## src/rtl/lift_call_queue_pkg.sv

```systemverilog
// -----------------------------------------------------------------------------
// lift_pkg
// Definitions shared between the call queue and the lift controller: the floor
// code width, the "no floor" code and the sweep direction / FSM state encoding.
// -----------------------------------------------------------------------------
package lift_pkg;

    localparam int FLOOR_W = 3;

    localparam logic [FLOOR_W-1:0] NONE_FLOOR = '0;

    // Sweep direction; the queue FSM uses the same codes as its state.
    typedef enum logic [1:0] {
        IDLE = 2'b00,
        UP   = 2'b01,
        DOWN = 2'b10
    } dir_e;

endpackage

```

## src/rtl/lift_call_queue_if.sv

```systemverilog
// -----------------------------------------------------------------------------
// lift_call_queue_if
// Valid/ready target handshake from the call queue to the lift controller.
//   tgt_valid : a target floor is offered
//   tgt_floor : offered floor, 1..NFLOORS
//   tgt_ready : downstream accepts the offer (transfer when both are high)
// master = call queue, slave = lift controller.
// -----------------------------------------------------------------------------
interface lift_call_queue_if;
    import lift_pkg::*;

    logic               tgt_valid;
    logic [FLOOR_W-1:0] tgt_floor;
    logic               tgt_ready;

    modport master (
        output tgt_valid,
        output tgt_floor,
        input  tgt_ready
    );

    modport slave (
        input  tgt_valid,
        input  tgt_floor,
        output tgt_ready
    );

endinterface

```

## src/rtl/lift_call_queue_pick_floor.sv

```systemverilog
// -----------------------------------------------------------------------------
// lift_pick_floor
// Combinational search of the pending-call map relative to the cab position.
//   pending     : pending-call map, bit i-1 = floor i
//   cur_floor   : current cab floor, already clamped to 1..NFLOORS
//   above_floor : lowest pending floor strictly above cur_floor (0 if none)
//   above_found : above_floor is valid
//   below_floor : highest pending floor strictly below cur_floor (0 if none)
//   below_found : below_floor is valid
// -----------------------------------------------------------------------------
module lift_pick_floor
    import lift_pkg::*;
#(
    parameter int NFLOORS = 7
) (
    input  logic [NFLOORS-1:0] pending,
    input  logic [FLOOR_W-1:0] cur_floor,
    output logic [FLOOR_W-1:0] above_floor,
    output logic               above_found,
    output logic [FLOOR_W-1:0] below_floor,
    output logic               below_found
);

    always_comb begin
        above_floor = NONE_FLOOR;
        above_found = 1'b0;
        below_floor = NONE_FLOOR;
        below_found = 1'b0;
        // Scan top-down so the last hit is the lowest floor above the cab.
        for (int i = NFLOORS; i >= 1; i--) begin
            if (pending[i-1] && (FLOOR_W'(i) > cur_floor)) begin
                above_floor = FLOOR_W'(i);
                above_found = 1'b1;
            end
        end
        // Scan bottom-up so the last hit is the highest floor below the cab.
        for (int i = 1; i <= NFLOORS; i++) begin
            if (pending[i-1] && (FLOOR_W'(i) < cur_floor)) begin
                below_floor = FLOOR_W'(i);
                below_found = 1'b1;
            end
        end
    end

endmodule

```

## src/rtl/lift_call_queue.sv

```systemverilog
// -----------------------------------------------------------------------------
// lift_call_queue
// Merges hall and cab calls into one pending bit per floor and offers the next
// target floor to the lift controller following an up/down sweep.
//   clk, rst_n     : clock, asynchronous active-low reset
//   hall_call      : per-floor hall button pulses (bit i-1 = floor i)
//   cab_call_valid : cab button strobe
//   cab_call_floor : floor requested from the cab (0 / out of range ignored)
//   elev_f_i       : current cab floor (0 / out of range treated as floor 1)
//   busy_i         : lift controller busy, no new offer while high
//   tgt            : target handshake (master side)
//   pending_o      : pending-call map
//   dir_o          : sweep direction / FSM state (00 idle, 01 up, 10 down)
// -----------------------------------------------------------------------------
module lift_call_queue
    import lift_pkg::*;
#(
    parameter int NFLOORS = 7
) (
    input  logic               clk,
    input  logic               rst_n,
    input  logic [NFLOORS-1:0] hall_call,
    input  logic               cab_call_valid,
    input  logic [FLOOR_W-1:0] cab_call_floor,
    input  logic [FLOOR_W-1:0] elev_f_i,
    input  logic               busy_i,
    lift_call_queue_if.master  tgt,
    output logic [NFLOORS-1:0] pending_o,
    output logic [1:0]         dir_o
);

    function automatic logic [FLOOR_W-1:0] clamp_floor(input logic [FLOOR_W-1:0] f);
        if ((f == NONE_FLOOR) || (int'(f) > NFLOORS)) return FLOOR_W'(1);
        return f;
    endfunction

    // One-hot floor mask; floor 0 and out-of-range codes give an empty mask.
    function automatic logic [NFLOORS-1:0] floor_mask(input logic [FLOOR_W-1:0] f);
        logic [NFLOORS-1:0] m;
        m = '0;
        for (int i = 1; i <= NFLOORS; i++) begin
            if (f == FLOOR_W'(i)) m[i-1] = 1'b1;
        end
        return m;
    endfunction

    logic [NFLOORS-1:0] pending_p1;
    dir_e               state_p1;
    logic               tgt_vld_p1;
    logic [FLOOR_W-1:0] tgt_floor_p1;

    logic [FLOOR_W-1:0] cur_floor;
    logic [FLOOR_W-1:0] above_floor, below_floor;
    logic               above_found, below_found;
    logic [FLOOR_W-1:0] dist_up, dist_dn;
    logic [NFLOORS-1:0] call_set, call_clr, pending_nxt;
    logic               xfer, can_offer;
    dir_e               state_nxt;
    logic               pick_vld;
    logic [FLOOR_W-1:0] pick_floor;

    lift_pick_floor #(.NFLOORS(NFLOORS)) u_pick (
        .pending     (pending_p1),
        .cur_floor   (cur_floor),
        .above_floor (above_floor),
        .above_found (above_found),
        .below_floor (below_floor),
        .below_found (below_found)
    );

    always_comb begin
        cur_floor = clamp_floor(elev_f_i);
        xfer      = tgt_vld_p1 && tgt.tgt_ready;
        // Offers (and direction decisions) only happen with the lift free and
        // nothing outstanding, so an outstanding offer is never retargeted.
        can_offer = !tgt_vld_p1 && !busy_i;

        call_set = hall_call | (cab_call_valid ? floor_mask(cab_call_floor) : '0);
        call_clr = '0;
        if (xfer)      call_clr = call_clr | floor_mask(tgt_floor_p1);
        if (can_offer) call_clr = call_clr | floor_mask(cur_floor);
        // Clear has priority over a same-cycle call to the same floor.
        pending_nxt = (pending_p1 | call_set) & ~call_clr;

        dist_up = above_floor - cur_floor;
        dist_dn = cur_floor - below_floor;

        state_nxt  = state_p1;
        pick_vld   = 1'b0;
        pick_floor = NONE_FLOOR;
        case (state_p1)
            IDLE: begin
                // Nearest pending floor; equal distance resolves upward.
                if (above_found && (!below_found || (dist_up <= dist_dn))) begin
                    state_nxt = UP;   pick_vld = 1'b1; pick_floor = above_floor;
                end else if (below_found) begin
                    state_nxt = DOWN; pick_vld = 1'b1; pick_floor = below_floor;
                end
            end
            UP: begin
                if (above_found) begin
                    pick_vld = 1'b1; pick_floor = above_floor;
                end else if (below_found) begin
                    state_nxt = DOWN; pick_vld = 1'b1; pick_floor = below_floor;
                end else begin
                    state_nxt = IDLE;
                end
            end
            DOWN: begin
                if (below_found) begin
                    pick_vld = 1'b1; pick_floor = below_floor;
                end else if (above_found) begin
                    state_nxt = UP; pick_vld = 1'b1; pick_floor = above_floor;
                end else begin
                    state_nxt = IDLE;
                end
            end
            default: state_nxt = IDLE;
        endcase
    end

    // Registered stage: pending map, sweep state and target offer.
    always_ff @(posedge clk or negedge rst_n) begin
        if (!rst_n) begin
            pending_p1   <= '0;
            state_p1     <= IDLE;
            tgt_vld_p1   <= 1'b0;
            tgt_floor_p1 <= NONE_FLOOR;
        end else begin
            pending_p1 <= pending_nxt;
            if (can_offer) begin
                state_p1   <= state_nxt;
                tgt_vld_p1 <= pick_vld;
                if (pick_vld) tgt_floor_p1 <= pick_floor;
            end else if (xfer) begin
                tgt_vld_p1 <= 1'b0;
            end
        end
    end

    assign tgt.tgt_valid = tgt_vld_p1;
    assign tgt.tgt_floor = tgt_floor_p1;
    assign pending_o     = pending_p1;
    assign dir_o         = state_p1;

endmodule

```

## src/flat_wrapper.sv

```systemverilog
// flat-port wrapper written by rule: the top's interface ports become plain ports
module lift_call_queue_flat import lift_pkg::*;
#(
    parameter int NFLOORS = 7
)
  (clk, rst_n, hall_call, cab_call_valid, cab_call_floor, elev_f_i, busy_i, pending_o, dir_o, tgt_tgt_valid, tgt_tgt_floor, tgt_tgt_ready);
  lift_call_queue_if tgt_i ();
  input  logic clk;
  input  logic rst_n;
  input  logic [NFLOORS-1:0] hall_call;
  input  logic cab_call_valid;
  input  logic [FLOOR_W-1:0] cab_call_floor;
  input  logic [FLOOR_W-1:0] elev_f_i;
  input  logic busy_i;
  output logic [NFLOORS-1:0] pending_o;
  output logic [1:0] dir_o;
  output wire logic [$bits(tgt_i.tgt_valid)-1:0] tgt_tgt_valid;
  output wire logic [$bits(tgt_i.tgt_floor)-1:0] tgt_tgt_floor;
  input wire logic [$bits(tgt_i.tgt_ready)-1:0] tgt_tgt_ready;
  assign tgt_tgt_valid = tgt_i.tgt_valid;
  assign tgt_tgt_floor = tgt_i.tgt_floor;
  assign tgt_i.tgt_ready = tgt_tgt_ready;
  lift_call_queue #(.NFLOORS(NFLOORS)) u_core (.clk(clk), .rst_n(rst_n), .hall_call(hall_call), .cab_call_valid(cab_call_valid), .cab_call_floor(cab_call_floor), .elev_f_i(elev_f_i), .busy_i(busy_i), .tgt(tgt_i), .pending_o(pending_o), .dir_o(dir_o));
endmodule
```

## config.mk

```make
export PLATFORM = sky130hd
export DESIGN_NAME = lift_call_queue_flat
export DESIGN_NICKNAME = d
export VERILOG_FILES = /design/src/rtl/lift_call_queue_pkg.sv /design/src/rtl/lift_call_queue_if.sv /design/src/rtl/lift_call_queue_pick_floor.sv /design/src/rtl/lift_call_queue.sv /design/src/flat_wrapper.sv
export SDC_FILE = /design/constraint.sdc
export NUM_CORES = 1
export LEC_CHECK = 0
export ABC_AREA = 1
export ABC_CLOCK_PERIOD_IN_PS = 2710
export CORE_UTILIZATION = 25
export CTS_BUF_LIST = sky130_fd_sc_hd__clkbuf_4 sky130_fd_sc_hd__clkbuf_8
export DETAILED_ROUTE_END_ITERATION = 8
export SYNTH_ARGS = -nofsm -noshare
export SYNTH_HDL_FRONTEND = slang
export SYNTH_SLANG_ARGS = --single-unit
```

## constraint.sdc

```tcl
create_clock -name clk -period 2.71 [get_ports clk]
set_clock_uncertainty 0.15 [all_clocks]
set_input_delay 0.542 -clock clk [delete_from_list [all_inputs] [get_ports clk]]
set_output_delay 0.542 -clock clk [all_outputs]
set_load 0.02 [all_outputs]
```

==> reports/results.ini <==
[placement]
post-dp-hpwl_um = 3550
numPortBuffers = 30
routabilityCongestion = 0.882

[setup_path]
sequence_of_cells_on_the_critical_path = buf_8 > buf_6 > nand2_4 > buf_6 > nand3_4 > a21boi_2 > inv_1 > ha_2 > inv_2 > fa_2 > xnor2_2 > xor2_1 > inv_1 > ha_4 > nand3b_1 > nand2_1 > nand2_1 > o21bai_4 > nand2_2 > nand2_1 > nand3_1 > nand3_1 > nand2_1 > nand2_1
critPathSlowestCell = sky130_fd_sc_hd__fa_2
worst-r2r-cell-count = 23
cpPeakStageDelay_ps = 370
cp_data_arrival_time_ps = 3150
cpMostUsedCell = sky130_fd_sc_hd__nand2_1
critical_path.startpoint_type = primary input
crit_type = in2reg
maximum_net_fanout_on_the_critical_path = 4
worst_ep_required_time_ps = 2700
worstSetupEndpointType = register

[synth]
yosys_most_used_dff = sky130_fd_sc_hd__dfrtp_1
synth_fp_nets = 239
synth_async_sr_flop_share = 1.00
post_synth.cell_area_avg_sq_um = 7.17
yosys_warnings = 0
synth_enable_flop_cells = 0
yosys_register_bits = 13
post_synthesis_instance_area_sq_um = 1530
synth_cell_types = 38
post_synth_inst_count = 214
yosysSeqAreaShare = 0.212

[clock_network]
clockRootBuffer = sky130_fd_sc_hd__clkbuf_8
path_clk_slew_ps = 60
cts-hold-fix-buffers = 0
cts-buffers-inserted = 3
clock_tree.htree_level_count = 1
clockBufferDepth = 2
cts_sinks = 13
tritoncts_clock_tree = done
worst_skew_pair_later_pin_latency_ps = 250

[floorplan]
die_height_um = 80.3
floorplan.rows = 28
floorplan.core_area_sq_um = 5920
dieArea_sq_um = 6450
die_x_um = 80.3
count_of_pins_on_the_block_boundary = 31
initial_core_util = 0.259

[timing]
timing.final.max_slew_violations = 0
period_minus_slack_ps = 3160
hold_viol = 0
setup_total_negative_slack_ps = -2020
setup-violations-final = 5
rsz0062_at_grt = true
tightest_slew_ps = 634
setup_ws_ps = -454
final_min_period_over_clock_period = 1.17
timing.fmax_ghz = 0.316
timing.max_slew.rel_slack = 0.576

[grt]
grt_pass1_vias = 1689
global_route.usage.total = 0.157
grt_pass1_wl_um = 7820
grt_start_max_net_pins = 14
globalRoute.totalOverflow = 0
initial_antenna_violation_count = 0

[finish]
final_net_count = 332
area_growth_syn_to_layout_pct = 71.5
drive_gt1_frac = 0.454
final_standard_cell_utilization_of_the_core = 0.444
diodes = 0

[run_status]
status = complete, but fails checks
violations = negative setup slack

[pwr]
power-per-cell-area_nw_per_um2 = 742
design_power_total_uw = 1950
peakVddDrop_mv = 0.463
p_leak_uw = 0.00127

[routing]
avgRoutedWirePerCell_um = 12.4
drt-vias-per-instance = 4.55
detail-route-antenna-nets = 0
drt_iter0_markers = 77
dr_total_vias = 1734
count_of_unresolved_drc_violations_after_routing = 0
dr.pass1.iters = 4
routed_wirelength_um = 4730

[flow_run]
max_cap_viol_count = 0

[worst_hold_path]
min_path_type = reg2reg
timing.hold.worst_path_depth = 2

-- area by class of cell --
class | instances | area, sq um
clock buffers | 4 | 48.8
fillers | 563 | 3290
inverters | 32 | 133
multi-input cells | 165 | 1210
flip-flops and latches | 13 | 325
well taps | 75 | 93.8
repair buffers | 92 | 825
-- cells in the final DEF, fill, tap and decap left out, types with 2 or more instances in the layout --
cell type,n
sky130_fd_sc_hd__nor3_1,7
sky130_fd_sc_hd__buf_8,3
sky130_fd_sc_hd__o21ai_2,2
sky130_fd_sc_hd__ha_4,2
sky130_fd_sc_hd__o22ai_1,2
sky130_fd_sc_hd__nand3_4,5
sky130_fd_sc_hd__a21oi_1,7
sky130_fd_sc_hd__buf_6,3
sky130_fd_sc_hd__nand2_1,36
sky130_fd_sc_hd__dfrtp_1,13
sky130_fd_sc_hd__o21ai_0,2
sky130_fd_sc_hd__inv_1,19
sky130_fd_sc_hd__buf_4,57
sky130_fd_sc_hd__inv_2,11
sky130_fd_sc_hd__clkdlybuf4s50_1,27
sky130_fd_sc_hd__clkbuf_8,3
sky130_fd_sc_hd__nor2_4,4
sky130_fd_sc_hd__nor2_1,29
sky130_fd_sc_hd__a21oi_2,2
sky130_fd_sc_hd__fa_2,2
sky130_fd_sc_hd__nand4_1,3
sky130_fd_sc_hd__nand3_1,11
sky130_fd_sc_hd__ha_2,2
sky130_fd_sc_hd__o32ai_1,2
sky130_fd_sc_hd__nor2_8,2
sky130_fd_sc_hd__nand3_2,4
sky130_fd_sc_hd__nand2_4,10
sky130_fd_sc_hd__nand2_2,14
-- worst max-delay path: cells and delay by family --
| kind | cells | cell delay [ps] |
|---|---|---|
| buf+inv | 6 | 490 |
| simple gates | 11 | 730 |
| fa+ha+maj | 3 | 810 |
| compound gates | 2 | 240 |
| xor+xnor | 2 | 320 |
-- what timing repair did --
| action | CTS | global route |
|---|---|---|
| endpoints found under the setup margin | 5 | 5 |
| resized for setup | 47 | 15 |
| pin swaps | 34 | 23 |
| setup buffers | 17 | 2 |
| endpoints found under the hold margin | 0 | 0 |
-- sequential cells by signal (all words and copies together), names as in the netlist --
signal / cells
u_core.dir_o: 2
u_core.tgt.tgt_floor: 3
u_core.pending_o: 7
u_core.tgt.tgt_valid: 1
-- path summary, 6_finish.rpt --
kind,start,end,slack (ps)
worst max-delay path,elev_f_i[0],u_core.tgt.tgt_floor[2],-450
worst min-delay path,u_core.tgt.tgt_floor[2],u_core.tgt.tgt_floor[2],360
worst max register to register,u_core.pending_o[5],u_core.tgt.tgt_floor[2],-320
worst min register to register,u_core.tgt.tgt_floor[2],u_core.tgt.tgt_floor[2],360
max in group asynchronous,rst_n,u_core.pending_o[1],1460
min in group asynchronous,rst_n,u_core.tgt.tgt_floor[0],540
-- per-layer routing --
layer	vias up	part of all wire	GRT usage
met5	-	0	0
met4	0	0.014	0.0446
met2	34	0.49	0.288
met1	813	0.47	0.195
met3	6	0.022	0.0125
li1	881	-	-
-- stage by stage --
stage               hold slack (ps)  cell area, sq um  std cells  worst slack [ps]
floorplan                      96.4              1600        214              -556
global placement                355              2310        360             -1260
detailed placement              345              2310        360             -1280
CTS                             358              2590        381              -529
global route                    394              2630        381              -644
finish                          362              2630        381              -454
-- where the power goes --
part           switching, uW  leakage [uW]  internal (uW)
Sequential              86.2      0.000137            266
Clock                   74.6     0.0000262            114
Combinational            737       0.00111            675
-- synth_stat cells, drive strengths merged (2+ instances only) --
master  instances  share of area
nand2          61           0.20
nor2           35           0.12
inv            32          0.085
nand3          20           0.10
dfrtp          13           0.21
a21oi          10          0.035
nor3            7          0.023
ha              5          0.041
o21ai           5          0.019
nand4           4          0.020
buf             3          0.022
fa              2          0.026
nand3b          2          0.018
o22ai           2         0.0082
o32ai           2          0.011
xnor2           2          0.011
-- logic make-up (layout without fill, tap and decap cells) --
| kind of cell | after synthesis | after routing | synth area share |
|---|---|---|---|
| AO/OA/AOI/OAI | 25 | 25 | 0.105 |
| XOR/XNOR | 3 | 3 | 0.0171 |
| buffers and inverters | 36 | 128 | 0.109 |
| adder cells (fa/ha/maj) | 7 | 7 | 0.0669 |
| AND/OR/NAND/NOR | 130 | 130 | 0.489 |
| flip-flops | 13 | 13 | 0.212 |
Power figures use the tool's default switching activity.
